$ cat src/rtl/datapath.sv
// ============================================================================
// Module   : datapath
// Brief    : 8-bit accumulator datapath for a simple microcoded CPU.
//            Holds PC, IR, a 32x8 RAM with asynchronous read, accumulator A
//            and an add/subtract ALU. All sequencing comes from an external
//            controller; opcode and A status flags are returned to it.
//            Optional macro DATAPATH_RAM_RESET_EN: when defined, Reset also
//            clears every RAM word; otherwise RAM powers up undefined.
// Revision : 1.0 - initial release
// ============================================================================
`default_nettype none

module datapath #(
    parameter int DATA_W = 8,
    parameter int ADDR_W = 5,
    parameter int OPC_W  = 3
) (
    input  logic              Clock,
    input  logic              Reset,
    input  logic              PCload,
    input  logic              JMPmux,
    input  logic              IRload,
    input  logic              Meminst,
    input  logic              MemWr,
    input  logic              Aload,
    input  logic              Sub,
    input  logic [1:0]        Asel,
    output logic              Aeq0,
    output logic              Apos,
    output logic [OPC_W-1:0]  IR,
    input  logic [DATA_W-1:0] data_in,
    output logic [DATA_W-1:0] data_out,
    output logic [ADDR_W-1:0] RAMAddress,
    output logic [ADDR_W-1:0] lower5bits_IR,
    output logic [ADDR_W-1:0] outputFromPC
);

    localparam int DEPTH = 2 ** ADDR_W;

    // A input mux encoding
    localparam logic [1:0] ASEL_ALU  = 2'd0;
    localparam logic [1:0] ASEL_IN   = 2'd1;
    localparam logic [1:0] ASEL_RAM  = 2'd2;
    localparam logic [1:0] ASEL_ZERO = 2'd3;

    logic [DATA_W-1:0] acc;
    logic [DATA_W-1:0] instr;
    logic [ADDR_W-1:0] pc;
    logic [DATA_W-1:0] mem [DEPTH];

    logic [DATA_W-1:0] rd;
    logic [DATA_W-1:0] alu_res;
    logic [DATA_W-1:0] a_next;
    logic [ADDR_W-1:0] pc_next;

    // Address mux and asynchronous RAM read; a same-cycle write is not
    // visible here until after the edge.
    always_comb begin
        RAMAddress = Meminst ? instr[ADDR_W-1:0] : pc;
        rd         = mem[RAMAddress];
    end

    // Modulo-2^DATA_W add/subtract; carry and borrow are dropped.
    always_comb begin
        alu_res = Sub ? (acc - rd) : (acc + rd);
    end

    // Next-value selection for A and PC.
    always_comb begin
        a_next = '0;
        case (Asel)
            ASEL_ALU:  a_next = alu_res;
            ASEL_IN:   a_next = data_in;
            ASEL_RAM:  a_next = rd;
            ASEL_ZERO: a_next = '0;
            default:   a_next = '0;
        endcase
        pc_next = JMPmux ? instr[ADDR_W-1:0] : (pc + ADDR_W'(1));
    end

    // Architectural registers; each enable is independent and samples
    // pre-edge values, so jump-and-fetch or store-and-load can coexist.
    always_ff @(posedge Clock or posedge Reset) begin
        if (Reset) begin
            acc   <= '0;
            pc    <= '0;
            instr <= '0;
        end else begin
            if (Aload)  acc   <= a_next;
            if (IRload) instr <= rd;
            if (PCload) pc    <= pc_next;
        end
    end

`ifdef DATAPATH_RAM_RESET_EN
    // RAM write of the pre-edge A; Reset wipes the whole array.
    always_ff @(posedge Clock or posedge Reset) begin
        if (Reset) begin
            for (int i = 0; i < DEPTH; i++) begin
                mem[i] <= '0;
            end
        end else if (MemWr) begin
            mem[RAMAddress] <= acc;
        end
    end
`else
    // RAM write of the pre-edge A; contents survive Reset.
    always_ff @(posedge Clock) begin
        if (MemWr) begin
            mem[RAMAddress] <= acc;
        end
    end
`endif

    // Status and observation outputs, straight from the registers.
    always_comb begin
        data_out      = acc;
        Aeq0          = (acc == '0);
        Apos          = ~acc[DATA_W-1];
        IR            = instr[DATA_W-1:ADDR_W];
        lower5bits_IR = instr[ADDR_W-1:0];
        outputFromPC  = pc;
    end

endmodule

`default_nettype wire

$ cat config.mk
export PLATFORM = sky130hd
export DESIGN_NAME = datapath
export DESIGN_NICKNAME = d
export VERILOG_FILES = /design/src/rtl/datapath.sv
export SDC_FILE = /design/constraint.sdc
export NUM_CORES = 1
export LEC_CHECK = 0
export ABC_AREA = 1
export CORE_MARGIN = 2
export CORE_UTILIZATION = 40
export DETAILED_ROUTE_END_ITERATION = 6
export DONT_BUFFER_PORTS = 1
export SYNTH_ARGS = -nofsm -noshare
export SYNTH_HDL_FRONTEND = slang
export SYNTH_SLANG_ARGS = --single-unit
$ cat constraint.sdc
create_clock -name Clock -period 6.66 [get_ports Clock]
set_clock_uncertainty 0.2 [all_clocks]
set_input_delay 0.666 -clock Clock [delete_from_list [all_inputs] [get_ports Clock]]
set_output_delay 0.666 -clock Clock [all_outputs]
set_load 0.005 [all_outputs]
==> summary.md <==
| Metric | Value |
|---|---|
| CP max stage delay | `480 ps` |
| Core Area | `30590 um2` |
| Remaining DRCs | `0` |
| Setup violations, final | `0` |
| Yosys top cell by area | `edfxtp_1` |
| Worst-case clock buffer depth | `3` |
| Num CTS Buffers | `29` |
| Yosys warnings | `0` |
| Overflow after GRT | `0` |
| Combinational Power Share | `34.8%` |
| Worst-Skew Late Latency | `between 500 and 600 ps` |
| Avg Vias per Cell | `between 5 and 6` |
| RSZ-0062 raised after global routing | `false` |
| Worst vdd ir | `around 0.24 mV` |
| PostCTS Resize Cnt | `0` |
| Syn avg cell area | `approximately 9.9 um2` |
| Power Density | `445.1 nW/um2` |
| Clk root buf | `clkbuf_16` |
| Starting Density | `40.63%` |
| HPWL after detailed placement | `~20000 um` |
| Synth cell count leaders | `624 x nand2_1, 256 x edfxtp_1, 67 x inv_1` |
| TritonCTS clock tree | `done` |
| Post-Route Setup TNS | `0 ps` |
| Slew @ Worst Pin | `933.4 ps` |
| Ports | `47` |
| Top-area cell type share of the netlist area | `61.85%` |
| Total wire length | `32240 um` |
| Ys async rst share | `7.581%` |
| Final Hold Vio Count | `0` |
| Antenna Cells | `0` |
| CP arrival | `5090 ps` |
| Worst Path Buf+Inv | `6` |
| Top-count cell post-synth | `nand2_1` |
| M1 wire length | `13970 um` |
| Cell mode on critical path | `nand2_1` |
| CTS H-tree depth | `1` |
| Max Fclk | `205.7 MHz` |
| Hold WC Path Type | `in2reg` |
| First-pass GRT wire length | `50230 um` |
| Pin count of the biggest net entering global routing | `80` |
| Routed length on met2 | `around 15000 um` |
| Port buffer count | `0` |
| P_int | `3810 uW` |
| CP startpoint kind | `register` |
| Synth top area cells | `edfxtp_1 62%, nand2_1 19%, dfrtp_1 4.2%, inv_1 2.0%, nor2_1 1.8%` |
| Initial antenna violation count | `0` |
| Die Y | `180.3 um` |
| Die width | `180.3 um` |
| CP delay by family, top | `simple AND/OR/NAND/NOR gates` |
| Relative slew margins | `37.54%` |
| Max Used Layer | `met4` |
| Via count of the first global-routing pass | `8649` |
| Post-layout min period | `4861 ps` |
| Syn nets | `1282` |
| Drt pass-1 iters | `5` |
| Vias | `around 8.6k` |
| Post-synthesis register bit count | `roughly 280` |
| Area Overhead vs Synth | `10.95%` |
| Post-DRT Antenna Nets | `0` |
| # rows | `64` |
| Metal3 WL | `2100 um` |
| Post-synthesis instance total | `1253` |
| Sw frac | `37.92%` |
| Slowest cell on the critical path | `dfrtp_1` |
| Register area share after synthesis | `66.08%` |
| Outcome | `completed` |
| Cell Area, Synth | `12430 um2` |
| CP endpoint kind | `register` |
| Sw power | `2327 uW` |
| Most used DFF post-synth | `edfxtp_1` |
| CTS sink count | `277` |
| Flop pwr share | `between 30% and 40%` |
| Worst endpoint required time | `slightly below 7000 ps` |
| Clock power frac | `26.4%` |
| Leakage | `0.005639 uW` |
| Total global routing track utilization | `roughly 20%` |
| Initial DRC count | `613` |
| Share of post-route cells with drive strength above 1 | `7.266%` |
| Post-Layout Cell Count | `about 1.7k` |
| Filler cells | `2876` |
| Clk slew on worst S/H paths | `60 ps` |
| Global placement routability congestion | `0.8787` |
| Total power | `6138 uW` |
| Die Area | `32500 um2` |
| EDFF count, synth | `about 260` |
| Critical path fanouts, max | `34` |
| Worst hold slack | `11.02 ps` |
| Max_cap viols | `0` |
| Crit Path Class | `reg2reg` |
| Final Slew Violations | `0` |
| Synth unique cells | `43` |
| Period utilization | `73.00%` |
| Final-stage net count | `1286` |
| Post-DR wirelength/cell | `19.24 um` |
| Cells after DPL | `1621` |
-- per-stage QoR --
| stage | setup slack (ps) | cell area [um2] | utilization [%] |
|---|---|---|---|
| global placement | 1795 | 12840 | 41.97 |
| finish | 1799 | 13790 | 45.08 |
| CTS | 1830 | 13790 | 45.08 |
| detailed placement | 1732 | 12840 | 41.97 |
| global route | 1368 | 13790 | 45.08 |
| floorplan | 2749 | 12430 | - |
-- path summary, 6_finish.rpt --
path / from / to / slack (ps) / depth (start not counted)
setup / recovery: outputFromPC[0] / data_out[7] / 1800 / 27
hold / removal: PCload / outputFromPC[0] / 10 / 1
setup reg to reg: outputFromPC[0] / data_out[7] / 1800 / 27
hold reg to reg: instr[6] / instr[6] / 320 / 2
max in group asynchronous: Reset / data_out[6] / 5170 / 2
min in group asynchronous: Reset / outputFromPC[4] / 550 / 2
-- flip-flops by register name, indices dropped and copies added (netlist names) --
register / flops
instr: 8
outputFromPC: 5
mem: 256
data_out: 8
-- area by class of cell --
class	count	area, um2	area share [%]
clock inverter	19	195.2	1.415
clock buffer	35	748.2	5.426
timing repair buffer	16	135.1	0.9799
multi-input combinational	858	3720	26.97
inverter	75	284.0	2.060
sequential	277	8213	59.55
tap	396	495.5	3.593
-- per-layer routing --
layer	up-vias	global-route usage [%]
met5	-	0
met4	0	6.161
met3	63	2.910
met2	297	32.70
met1	4117	27.16
li1	4129	-
-- what timing repair did --
| action | in CTS | in global routing |
|---|---|---|
| hold endpoints to repair | 3 | 0 |
| buffers inserted | 0 | 0 |
| hold buffers | 1 | 0 |
-- layout by cell type, fill, tap and decap left out, types with 2 or more instances in the layout --
cell         n
a221oi_1     3
nor3_1       4
inv_1       67
nand4_1      2
nand2_2      5
o21ai_0     37
clkbuf_16   29
nor2_1      60
edfxtp_1   256
ha_1         9
a21oi_1     16
nand2_1    624
xor2_1       6
a41oi_1      3
a31oi_1      3
o21ai_2      2
clkinv_1     8
nor3_2       7
xnor2_1      3
buf_4       14
inv_2        5
nor2_2       7
o21ai_1      9
or2_2        3
clkinv_2     7
clkbuf_1     6
o21ai_4      2
nand3_1     40
bufinv_16    4
dfrtp_1     21
-- cells by family after synthesis --
group | after synthesis | synth area share (%)
XOR/XNOR | 9 | 0.6342
buffers and inverters | 118 | 4.037
AO/OA/AOI/OAI | 83 | 4.017
adder cells (fa/ha/maj) | 10 | 1.067
flip-flops | 277 | 66.08
AND/OR/NAND/NOR | 756 | 24.17
-- power by group through the flow --
| stage | Sequential [uW] | Combinational [uW] | Clock [uW] |
|---|---|---|---|
| 6_report | 2380 | 2130 | 1620 |
| 5_1_grt | 2400 | 2390 | 1710 |
| 4_1_cts | 2380 | 2130 | 1640 |
| 3_5_place_dp | 2420 | 2120 | 0 |
| 3_3_place_gp | 2410 | 2100 | 0 |
| 2_1_floorplan | 2480 | 1350 | 0 |
Note: power is estimated with default switching activity, not from simulation.
